[config.mk]
export PLATFORM = sky130hd
export DESIGN_NAME = uart_poll_sequencer_flat
export DESIGN_NICKNAME = d
export VERILOG_FILES = /design/src/rtl/uart_poll_sequencer_if.sv /design/src/rtl/uart_poll_sequencer.sv /design/src/flat_wrapper.sv
export SDC_FILE = /design/constraint.sdc
export NUM_CORES = 1
export LEC_CHECK = 0
export CAP_MARGIN = 0
export CORE_ASPECT_RATIO = 1.25
export CORE_MARGIN = 2
export CORE_UTILIZATION = 35
export DETAILED_ROUTE_END_ITERATION = 16
export DONT_BUFFER_PORTS = 1
export GPL_TIMING_DRIVEN = 0
export PLACE_DENSITY = 0.52
export SLEW_MARGIN = 20
export SYNTH_ARGS = -nofsm -noshare
export SYNTH_HDL_FRONTEND = slang
export SYNTH_SLANG_ARGS = --single-unit
[constraint.sdc]
create_clock -name clk -period 1.9 [get_ports clk]
set_input_delay 0.285 -clock clk [delete_from_list [all_inputs] [get_ports clk]]
set_output_delay 0.285 -clock clk [all_outputs]
set_load 0.005 [all_outputs]
[src/rtl/uart_poll_sequencer_if.sv]
// ---------------------------------------------------------------------------
// uart_poll_sequencer_if
// Native iob_uart register port, as seen from the bus master.
//
// Handshake: the master raises uart_valid together with uart_addr, uart_wdata
// and uart_wstrb (wstrb == 0 means read) and holds all four stable until it
// samples uart_ready high; uart_ready is a single-cycle completion pulse and
// uart_rdata is only meaningful in that cycle. At most one request is
// outstanding.
//
// Signals:
//   uart_valid  master->slave  request active
//   uart_addr   master->slave  register address (ADDR_W)
//   uart_wdata  master->slave  write data (DATA_W)
//   uart_wstrb  master->slave  byte strobes (DATA_W/8), 0 = read
//   uart_rdata  slave->master  read data (DATA_W)
//   uart_ready  slave->master  transaction-complete pulse
// ---------------------------------------------------------------------------
interface uart_poll_sequencer_if #(
  parameter int ADDR_W = 3,
  parameter int DATA_W = 32
);
  logic                  uart_valid;
  logic [ADDR_W-1:0]     uart_addr;
  logic [DATA_W-1:0]     uart_wdata;
  logic [DATA_W/8-1:0]   uart_wstrb;
  logic [DATA_W-1:0]     uart_rdata;
  logic                  uart_ready;

  modport master (
    output uart_valid, uart_addr, uart_wdata, uart_wstrb,
    input  uart_rdata, uart_ready
  );

  modport slave (
    input  uart_valid, uart_addr, uart_wdata, uart_wstrb,
    output uart_rdata, uart_ready
  );
endinterface

[src/rtl/uart_poll_sequencer.sv]
// ---------------------------------------------------------------------------
// uart_poll_sequencer
// Bus master that initialises an iob_uart (soft reset pulse, baud divider,
// TX/RX enable) and then polls it forever, alternating one RX slot and one
// TX slot so neither direction can starve the other. Received bytes land in
// a one-entry output buffer (rx_data_o/rx_valid_o/rx_ready_i); bytes offered
// on tx_data_i/tx_valid_i are written to TXDATA and acknowledged with a
// single-cycle tx_ready_o pulse.
//
// Ports:
//   clk, rst       clock, synchronous active-high reset
//   cfg_div_i      16-bit baud divider, sampled when the DIV write starts
//   init_done_o    high once the configuration writes have completed
//   bus            uart_poll_sequencer_if.master (UART register port)
//   rx_data_o/rx_valid_o/rx_ready_i   received byte stream
//   tx_data_i/tx_valid_i/tx_ready_o   transmit byte stream
//   bus_err_o      sticky bus-timeout flag (0 unless timeout is compiled in)
//   dbg_state_o    current FSM state encoding
//
// Lane placement: lane = addr[1:0]; writes shift data by 8*lane and strobes
// by lane; reads shift rdata right by 8*lane, flags use bit 0 of the result.
//
// Optional feature macro: UART_POLL_TIMEOUT_EN. When defined, a request that
// sees no uart_ready within TIMEOUT cycles is dropped, bus_err_o is set, and
// the FSM resumes at POLL_RX (or restarts init at W_SRST1 if init is not
// done). A timed-out read counts as flag 0.
// ---------------------------------------------------------------------------
module uart_poll_sequencer #(
  parameter int ADDR_W         = 3,
  parameter int DATA_W         = 32,
  parameter int SOFTRESET_ADDR = 0,
  parameter int DIV_ADDR       = 2,
  parameter int TXDATA_ADDR    = 4,
  parameter int TXEN_ADDR      = 5,
  parameter int RXEN_ADDR      = 6,
  parameter int TXREADY_ADDR   = 0,
  parameter int RXREADY_ADDR   = 1,
  parameter int RXDATA_ADDR    = 4,
  parameter int TIMEOUT        = 1023
) (
  input  logic                clk,
  input  logic                rst,
  input  logic [15:0]         cfg_div_i,
  output logic                init_done_o,
  uart_poll_sequencer_if.master bus,
  output logic [7:0]          rx_data_o,
  output logic                rx_valid_o,
  input  logic                rx_ready_i,
  input  logic [7:0]          tx_data_i,
  input  logic                tx_valid_i,
  output logic                tx_ready_o,
  output logic                bus_err_o,
  output logic [3:0]          dbg_state_o
);

  localparam int STRB_W = DATA_W / 8;

  typedef enum logic [3:0] {
    W_SRST1 = 4'd0,
    W_SRST0 = 4'd1,
    W_DIV   = 4'd2,
    W_TXEN  = 4'd3,
    W_RXEN  = 4'd4,
    POLL_RX = 4'd5,
    RD_RX   = 4'd6,
    POLL_TX = 4'd7,
    WR_TX   = 4'd8
  } state_t;

  state_t              state_q, state_d;
  logic                valid_q, valid_d;
  logic [ADDR_W-1:0]   addr_q, addr_d;
  logic [DATA_W-1:0]   wdata_q, wdata_d;
  logic [STRB_W-1:0]   wstrb_q, wstrb_d;
  logic                init_done_q, init_done_d;
  logic [7:0]          rx_data_q, rx_data_d;
  logic                rx_valid_q, rx_valid_d;
  logic                tx_ready_q, tx_ready_d;

  // Request being launched this cycle (unshifted; lane placement is common).
  logic                req_en;
  logic [ADDR_W-1:0]   req_addr;
  logic [DATA_W-1:0]   req_data;
  logic [STRB_W-1:0]   req_mask;

  logic                done;
  logic [DATA_W-1:0]   rd_val;
  logic                flag;

`ifdef UART_POLL_TIMEOUT_EN
  logic [15:0]         timer_q, timer_d;
  logic                bus_err_q, bus_err_d;
  logic                timeout;
`endif

  assign done   = valid_q & bus.uart_ready;
  assign rd_val = bus.uart_rdata >> {addr_q[1:0], 3'b000};
  assign flag   = rd_val[0];

  always_comb begin
    state_d     = state_q;
    valid_d     = valid_q;
    addr_d      = addr_q;
    wdata_d     = wdata_q;
    wstrb_d     = wstrb_q;
    init_done_d = init_done_q;
    rx_data_d   = rx_data_q;
    // Consumer handshake frees the buffer; a load below overrides this.
    rx_valid_d  = rx_valid_q & ~rx_ready_i;
    tx_ready_d  = 1'b0;
    req_en      = 1'b0;
    req_addr    = '0;
    req_data    = '0;
    req_mask    = '0;

    case (state_q)
      W_SRST1: begin
        if (!valid_q) begin
          req_en = 1'b1; req_addr = ADDR_W'(SOFTRESET_ADDR);
          req_data = DATA_W'(1); req_mask = STRB_W'(1);
        end else if (done) begin
          state_d = W_SRST0;
        end
      end
      W_SRST0: begin
        if (!valid_q) begin
          req_en = 1'b1; req_addr = ADDR_W'(SOFTRESET_ADDR);
          req_data = '0; req_mask = STRB_W'(1);
        end else if (done) begin
          state_d = W_DIV;
        end
      end
      W_DIV: begin
        if (!valid_q) begin
          req_en = 1'b1; req_addr = ADDR_W'(DIV_ADDR);
          req_data = DATA_W'(cfg_div_i); req_mask = STRB_W'(3);
        end else if (done) begin
          state_d = W_TXEN;
        end
      end
      W_TXEN: begin
        if (!valid_q) begin
          req_en = 1'b1; req_addr = ADDR_W'(TXEN_ADDR);
          req_data = DATA_W'(1); req_mask = STRB_W'(1);
        end else if (done) begin
          state_d = W_RXEN;
        end
      end
      W_RXEN: begin
        if (!valid_q) begin
          req_en = 1'b1; req_addr = ADDR_W'(RXEN_ADDR);
          req_data = DATA_W'(1); req_mask = STRB_W'(1);
        end else if (done) begin
          init_done_d = 1'b1;
          state_d     = POLL_RX;
        end
      end
      POLL_RX: begin
        if (!valid_q) begin
          // A full buffer means there is nowhere to put a byte: skip the read.
          if (rx_valid_q) begin
            state_d = POLL_TX;
          end else begin
            req_en = 1'b1; req_addr = ADDR_W'(RXREADY_ADDR);
          end
        end else if (done) begin
          state_d = flag ? RD_RX : POLL_TX;
        end
      end
      RD_RX: begin
        if (!valid_q) begin
          req_en = 1'b1; req_addr = ADDR_W'(RXDATA_ADDR);
        end else if (done) begin
          rx_data_d  = rd_val[7:0];
          rx_valid_d = 1'b1;
          state_d    = POLL_TX;
        end
      end
      POLL_TX: begin
        if (!valid_q) begin
          if (!tx_valid_i) begin
            state_d = POLL_RX;
          end else begin
            req_en = 1'b1; req_addr = ADDR_W'(TXREADY_ADDR);
          end
        end else if (done) begin
          state_d = flag ? WR_TX : POLL_RX;
        end
      end
      WR_TX: begin
        // tx_data_i is captured into the bus register here, so a client that
        // drops tx_valid_i mid-write does not disturb the transfer.
        if (!valid_q) begin
          req_en = 1'b1; req_addr = ADDR_W'(TXDATA_ADDR);
          req_data = DATA_W'(tx_data_i); req_mask = STRB_W'(1);
        end else if (done) begin
          tx_ready_d = 1'b1;
          state_d    = POLL_RX;
        end
      end
      default: begin
        state_d = W_SRST1;
        valid_d = 1'b0;
      end
    endcase

    if (req_en) begin
      valid_d = 1'b1;
      addr_d  = req_addr;
      wdata_d = req_data << {req_addr[1:0], 3'b000};
      wstrb_d = req_mask << req_addr[1:0];
    end else if (done) begin
      // Completion drops valid, which guarantees one idle cycle before
      // the next request.
      valid_d = 1'b0;
    end
  end

`ifdef UART_POLL_TIMEOUT_EN
  assign timeout = valid_q & ~bus.uart_ready & (timer_q == 16'(TIMEOUT - 1));

  always_comb begin
    timer_d   = valid_q ? timer_q + 16'd1 : 16'd0;
    bus_err_d = bus_err_q | timeout;
  end
`endif

  always_ff @(posedge clk) begin
    if (rst) begin
      state_q     <= W_SRST1;
      valid_q     <= 1'b0;
      addr_q      <= '0;
      wdata_q     <= '0;
      wstrb_q     <= '0;
      init_done_q <= 1'b0;
      rx_data_q   <= '0;
      rx_valid_q  <= 1'b0;
      tx_ready_q  <= 1'b0;
`ifdef UART_POLL_TIMEOUT_EN
      timer_q     <= '0;
      bus_err_q   <= 1'b0;
`endif
    end else begin
      addr_q      <= addr_d;
      wdata_q     <= wdata_d;
      wstrb_q     <= wstrb_d;
      init_done_q <= init_done_d;
      rx_data_q   <= rx_data_d;
      rx_valid_q  <= rx_valid_d;
      tx_ready_q  <= tx_ready_d;
`ifdef UART_POLL_TIMEOUT_EN
      timer_q     <= timer_d;
      bus_err_q   <= bus_err_d;
      if (timeout) begin
        // Abandon the request; a stuck init restarts from the soft reset.
        valid_q <= 1'b0;
        state_q <= init_done_q ? POLL_RX : W_SRST1;
      end else begin
        valid_q <= valid_d;
        state_q <= state_d;
      end
`else
      valid_q     <= valid_d;
      state_q     <= state_d;
`endif
    end
  end

  assign bus.uart_valid = valid_q;
  assign bus.uart_addr  = addr_q;
  assign bus.uart_wdata = wdata_q;
  assign bus.uart_wstrb = wstrb_q;
  assign init_done_o    = init_done_q;
  assign rx_data_o      = rx_data_q;
  assign rx_valid_o     = rx_valid_q;
  assign tx_ready_o     = tx_ready_q;
  assign dbg_state_o    = state_q;
`ifdef UART_POLL_TIMEOUT_EN
  assign bus_err_o      = bus_err_q;
`else
  assign bus_err_o      = 1'b0;
`endif

endmodule

[src/flat_wrapper.sv]
// flat-port wrapper written by rule: the top's interface ports become plain ports
module uart_poll_sequencer_flat 
#(
  parameter int ADDR_W         = 3,
  parameter int DATA_W         = 32,
  parameter int SOFTRESET_ADDR = 0,
  parameter int DIV_ADDR       = 2,
  parameter int TXDATA_ADDR    = 4,
  parameter int TXEN_ADDR      = 5,
  parameter int RXEN_ADDR      = 6,
  parameter int TXREADY_ADDR   = 0,
  parameter int RXREADY_ADDR   = 1,
  parameter int RXDATA_ADDR    = 4,
  parameter int TIMEOUT        = 1023
)
  (clk, rst, cfg_div_i, init_done_o, rx_data_o, rx_valid_o, rx_ready_i, tx_data_i, tx_valid_i, tx_ready_o, bus_err_o, dbg_state_o, bus_uart_valid, bus_uart_addr, bus_uart_wdata, bus_uart_wstrb, bus_uart_rdata, bus_uart_ready);
  uart_poll_sequencer_if #(.ADDR_W(ADDR_W), .DATA_W(DATA_W)) bus_i ();
  input  logic clk;
  input  logic rst;
  input  logic [15:0] cfg_div_i;
  output logic init_done_o;
  output logic [7:0] rx_data_o;
  output logic rx_valid_o;
  input  logic rx_ready_i;
  input  logic [7:0] tx_data_i;
  input  logic tx_valid_i;
  output logic tx_ready_o;
  output logic bus_err_o;
  output logic [3:0] dbg_state_o;
  output wire logic [$bits(bus_i.uart_valid)-1:0] bus_uart_valid;
  output wire logic [$bits(bus_i.uart_addr)-1:0] bus_uart_addr;
  output wire logic [$bits(bus_i.uart_wdata)-1:0] bus_uart_wdata;
  output wire logic [$bits(bus_i.uart_wstrb)-1:0] bus_uart_wstrb;
  input wire logic [$bits(bus_i.uart_rdata)-1:0] bus_uart_rdata;
  input wire logic [$bits(bus_i.uart_ready)-1:0] bus_uart_ready;
  assign bus_uart_valid = bus_i.uart_valid;
  assign bus_uart_addr = bus_i.uart_addr;
  assign bus_uart_wdata = bus_i.uart_wdata;
  assign bus_uart_wstrb = bus_i.uart_wstrb;
  assign bus_i.uart_rdata = bus_uart_rdata;
  assign bus_i.uart_ready = bus_uart_ready;
  uart_poll_sequencer #(.ADDR_W(ADDR_W), .DATA_W(DATA_W), .SOFTRESET_ADDR(SOFTRESET_ADDR), .DIV_ADDR(DIV_ADDR), .TXDATA_ADDR(TXDATA_ADDR), .TXEN_ADDR(TXEN_ADDR), .RXEN_ADDR(RXEN_ADDR), .TXREADY_ADDR(TXREADY_ADDR), .RXREADY_ADDR(RXREADY_ADDR), .RXDATA_ADDR(RXDATA_ADDR), .TIMEOUT(TIMEOUT)) u_core (.clk(clk), .rst(rst), .cfg_div_i(cfg_div_i), .init_done_o(init_done_o), .bus(bus_i), .rx_data_o(rx_data_o), .rx_valid_o(rx_valid_o), .rx_ready_i(rx_ready_i), .tx_data_i(tx_data_i), .tx_valid_i(tx_valid_i), .tx_ready_o(tx_ready_o), .bus_err_o(bus_err_o), .dbg_state_o(dbg_state_o));
endmodule
# --- Word-level counts from Yosys, hierarchy flattened ---
# Index checks and enable logic that the tools add are counted.
word_totals:
  register_bits: 55
  in_bits: 61
  out_inout_bits: 56
  elab_cells: 101
classes:
  n_eq_ne: 25
  n_shift: 3
  mux: 48
  bitwise_logic: 5
  reduce_logical: 11
ops:
  columns: ["op", "count"]
  rows:
  - ["32-bit case mux with 3 select lines", 1]
  - ["4-bit two-way mux", 19]
  - ["4-bit case mux with 8 select lines", 1]
  - ["32-bit by 5-bit << shifter with 32-bit output", 1]
  - ["32-bit by 5-bit >> shifter with 8-bit output", 1]
  - ["2-bit by 1-bit != test with 1-bit output, second input constant", 12]
  - ["4-bit by 3-bit equality test with 1-bit output, second input constant", 4]
  - ["1-bit two-way mux", 16]
  - ["16-bit two-way mux", 1]
  - ["16-bit AND reduction", 1]
  - ["3-bit case mux with 5 select lines", 1]
  - ["3-bit two-way mux", 4]
  - ["9-bit OR reduction", 1]
  - ["4-bit by 2-bit equality test with 1-bit output, second input constant", 2]
  - ["8-bit two-way mux", 1]
  - ["4-bit case mux with 2 select lines", 1]
  - ["7-bit OR reduction", 1]
  - ["3-bit by 1-bit != test with 1-bit output, second input constant", 2]
  - ["3-bit != test, second input constant", 2]
  - ["3-bit AND reduction", 2]
  - ["3-bit OR reduction", 2]
  - ["5-bit OR reduction", 1]
  - ["4-bit by 1-bit equality test with 1-bit output, second input constant", 1]
  - ["4-bit equality test, second input constant", 1]
  - ["8 further kinds", 13]

# --- Logic depth before layout (Yosys ltp) ---
logic_depth:
  ltp_word: 5
  depth_mapped: 6
  ltp_nobuf: 4

# --- Least setup slack after synthesis ---
# No wires, ideal clock.
synth_timing:
  path_type: "flip-flop to flip-flop"
  startpoint: "register u_core.addr_q[0], in the netlist u_core.bus.uart_addr[0]"
  endpoint: "register u_core.state_q[0], in the netlist u_core.dbg_state_o[0]"
  setup_time_ps: 103
  t_arrival_ps: 1496
  required_time_ps: 1797
  slack_ps: 301
  path_stages_with_launch: 6
  n_path_buf: 1
  period_less_slack_ps: 1599
  path_cell_list: "dfxtp_1 buf_6 mux4_2 nand2_2 a311oi_1 a2111oi_2"
synth_between:
  elab_chain_len: 5
  word_cells_on_any_way: 8
  cone_classes: "shift: 1; mux: 7"
synth_rtl:
  columns: ["item", "line_no", "source"]
  rows:
  - ["from (decl)", "uart_poll_sequencer.sv:72", "logic [ADDR_W-1:0] addr_q, addr_d;"]
  - ["from (signal assigned)", "uart_poll_sequencer.sv:244", "addr_q <= addr_d;"]
  - ["32-bit by 5-bit >> shifter with 8-bit output (*)", "uart_poll_sequencer.sv:97", "assign rd_val = bus.uart_rdata >> {addr_q[1:0], 3'b000};"]
  - ["4-bit two-way mux or 1-bit two-way mux (tied branches)", "uart_poll_sequencer.sv:187, uart_poll_sequencer.sv:167", null]
  - ["4-bit two-way mux, on equally long branches", "uart_poll_sequencer.sv:186, uart_poll_sequencer.sv:166", null]
  - ["4-bit two-way mux, on equally long branches", "uart_poll_sequencer.sv:180, uart_poll_sequencer.sv:159", null]
  - ["4-bit case mux with 8 select lines (*)", "uart_poll_sequencer.sv:116", "case (state_q)"]
  - ["to (signal assigned)", "uart_poll_sequencer.sv:264", "state_q <= state_d;"]
  - ["to (decl)", "uart_poll_sequencer.sv:70", "state_t state_q, state_d;"]
# Every way passes the cells marked *; elsewhere a longest branch is shown, timed or not. The select of a mux whose other input is x is not followed.
# A chain may end at the register's enable or synchronous reset.

# --- Final worst setup path ---
# Same ends and word-level chain as after synthesis.

==> impl_metrics.json <==
{
  "area_growth_pct": 8.993,
  "core_area_um2": 6524,
  "ys_top_cells_by_area": "dfxtp_1 (47%), a22o_1 (8.6%), mux4_1 (7.9%)",
  "gr-total-overflow": 0,
  "total_leakage_power_nw": 1.073,
  "path_cells": "buf_6 > mux4_2 > nand2_2 > a311oi_1 > a2111oi_2",
  "syn_area_um2": 2337,
  "crit_required_ns": 2.12,
  "track_usage_pct": 14.04,
  "grt_max_degree": 19,
  "nNetsFinal": 276,
  "p_total_mw": 2.026,
  "p_switching_uw": 515.7,
  "endpoint_kind": "flip-flop",
  "worstSetupStartpointType": "flip-flop",
  "dp_hpwl_um": 3896,
  "grt_pass1_vias": 1567,
  "yosys_register_bits": 55,
  "report.final.slew_viol_count": 0,
  "period_needed_ns": 1.765,
  "dieHeight_um": 95.37,
  "yosysUniqueCellTypes": 47,
  "drtIter0Drc": 128,
  "clock_latency_ns": 0.31,
  "clk_path_buf_depth": 2,
  "clock_skew_ns": 0.006365,
  "synth-xor-area-share_pct": 0.3747,
  "via_per_inst": 5.498,
  "p_per_area_nw_per_um2": 795.4,
  "final-hold-violation-count": 0,
  "intPower_mw": 1.511,
  "die_x_um": 77.09,
  "die-area_um2": 7352,
  "postSynthCellCount": 208,
  "ys_async_sr_fraction_pct": 0,
  "antenna_found_initial": 0,
  "slowest_delay_ns": 0.55,
  "rows": 33,
  "cts_made_buffers": 5,
  "synth_top_cell_by_area": "dfxtp_1",
  "fin_ws_ns": 0.1351,
  "clkPwrFrac_pct": 33.6,
  "seqPwrFrac_pct": 58.5,
  "drcViolationCount": 0,
  "crit_slowest_cell": "mux4_2",
  "drive_gt1_share_pct": 16.20,
  "gp_congestion": 0.8455,
  "cts.sinks": 55,
  "antenna_cells": 0,
  "muxShareOfSynthArea_pct": 12.69,
  "cap_violations": 0,
  "instances_no_fill": 303,
  "htree_levels": 2,
  "grt_first_pass_wirelength_um": 8100,
  "drt_first_pass_iters": 4,
  "cts_tree": "yes",
  "num_vias": 1666,
  "setup_tns_ns": 0,
  "initial_core_util_pct": 35.83,
  "path_clk_slew_ns": 0.11,
  "yosysWarnings": 0,
  "wire_per_inst_um": 17.52,
  "pre_cts_ws_ns": 0.05731,
  "holdWs_ns": 0.09182,
  "fmax_mhz": 566.6,
  "cp_max_fo": 9,
  "cts-root-buf": "clkbuf_8",
  "swShare_pct": 25.45,
  "synth.most_common_cell": "dfxtp_1",
  "synth_top_family_by_area": "compound AO/OA/AOI/OAI gates",
  "yosys-top-cells-count": "dfxtp_1 (55), a22o_1 (23), nor2_1 (18), and2_1 (9), mux2i_1 (9)",
  "synthAdderAreaFrac_pct": 0,
  "critPathKind": "flip-flop to flip-flop",
  "rsz0062_at_grt": "false",
  "syn_avg_cell_area_um2": 11.24,
  "post-place-cells": 295,
  "ios": 117,
  "synth_compound_area_share_pct": 20.34,
  "wirelength_um": 5310,
  "io_buffers": 0,
  "ant_nets": 0,
  "synth_edf_count": 0,
  "synth_fp_nets": 269,
  "status": "completed",
  "min_path_type": "input port to flip-flop",
  "peakVddDrop_v": 0.0002832,
  "ys.flop_type": "dfxtp_1",
  "synthSimpleGateAreaFrac_pct": 12.74,
  "period_share_pct": 92.89,
  "combPwrFrac_pct": 7.9,
  "synth-seq-area-share_pct": 47.11,
  "critPathArrivalTime_ns": 1.99,
  "ctsHoldBuffers": 0,
  "yosysTopAreaCellShare_pct": 47.11,
  "setup_viol": 0
}
-- sequential cells by signal (all words and copies together) (netlist names) --
name                   flops
u_core.dbg_state_o         4
u_core.bus.uart_valid      1
u_core.rx_data_o           8
u_core.rx_valid_o          1
u_core.tx_ready_o          1
u_core.bus.uart_wstrb      4
u_core.init_done_o         1
u_core.bus.uart_addr       3
u_core.bus.uart_wdata     32
-- cells by family (layout without fill, tap and decap cells) --
family | after synthesis | in the layout
xor+xnor | 1 | 1
mux | 17 | 17
flops | 55 | 55
simple gates | 57 | 57
other cells | 1 | 1
compound gates | 56 | 56
buf+inv | 21 | 29
-- path summary, 6_finish.rpt --
check | from | end | slack [ns] | depth (start not counted)
worst max-delay path | u_core.bus.uart_addr[0] | u_core.dbg_state_o[0] | 0.14 | 5
worst min-delay path | tx_data_i[3] | u_core.bus.uart_wdata[3] | 0.09 | 1
worst max register to register | u_core.bus.uart_addr[0] | u_core.dbg_state_o[0] | 0.14 | 5
worst min register to register | u_core.bus.uart_wdata[13] | u_core.bus.uart_wdata[13] | 0.50 | 1
-- placed cells by master, fill, tap and decap left out, drive strengths merged, types with 2 or more instances in the layout --
cell type / n
o21ai: 2
nor2: 18
or2: 2
dfxtp: 55
clkbuf: 8
buf: 14
mux2i: 9
nand2b: 2
mux4: 8
nor2b: 2
inv: 6
a21oi: 6
a41oi: 2
nand3: 4
and2: 9
nand2: 8
a22o: 23
nor3: 5
nand4: 3
a311oi: 3
a21o: 7
a32o: 2
-- critical path, delay by kind of cell, from the launching register on --
kind	cells	cell delay, ns
compound gates	2	0.43
buf+inv	1	0.17
mux	1	0.55
flops	1	0.40
simple gates	1	0.11
-- final cells by class --
class,count,area [um2]
well taps,87,108.9
clock inverters,3,22.52
flip-flops and latches,55,1101
fillers,676,3976
clock buffers,5,68.82
inverters,4,15.01
multi-input cells,132,1091
plain buffers,17,140.1
-- routing by layer --
metal / vias to the layer above / track usage [%] / share of wire [%]
met5: - / 0 / 0
met4: 0 / 4.464 / 1.3
met3: 7 / 4.451 / 9.4
met2: 86 / 23.25 / 48
met1: 782 / 17.53 / 41
li1: 791 / - / -
-- through the flow --
stage / area (um2) / utilization [%]
after global placement: 2446 / 37.50
after detailed placement: 2446 / 37.50
after global routing: 2547 / 39.05
after CTS: 2537 / 38.90
final: 2547 / 39.05
after floorplan: 2337 / -
-- power groups by stage --
| stage | Sequential [mW] | Clock (mW) | Combinational, mW |
|---|---|---|---|
| after CTS | 1.19 | 0.716 | 0.158 |
| after global placement | 1.21 | 0 | 0.158 |
| after detailed placement | 1.21 | 0 | 0.157 |
| after floorplan | 1.21 | 0 | 0.130 |
| after global routing | 1.19 | 0.755 | 0.176 |
| final | 1.19 | 0.681 | 0.159 |
-- repair_timing --
action                     4_1_cts  5_1_grt
setup endpoints to repair        0       19
buffers inserted                 0        0
resized for setup                0        4
No activity file was read; power rests on OpenSTA's default activity.
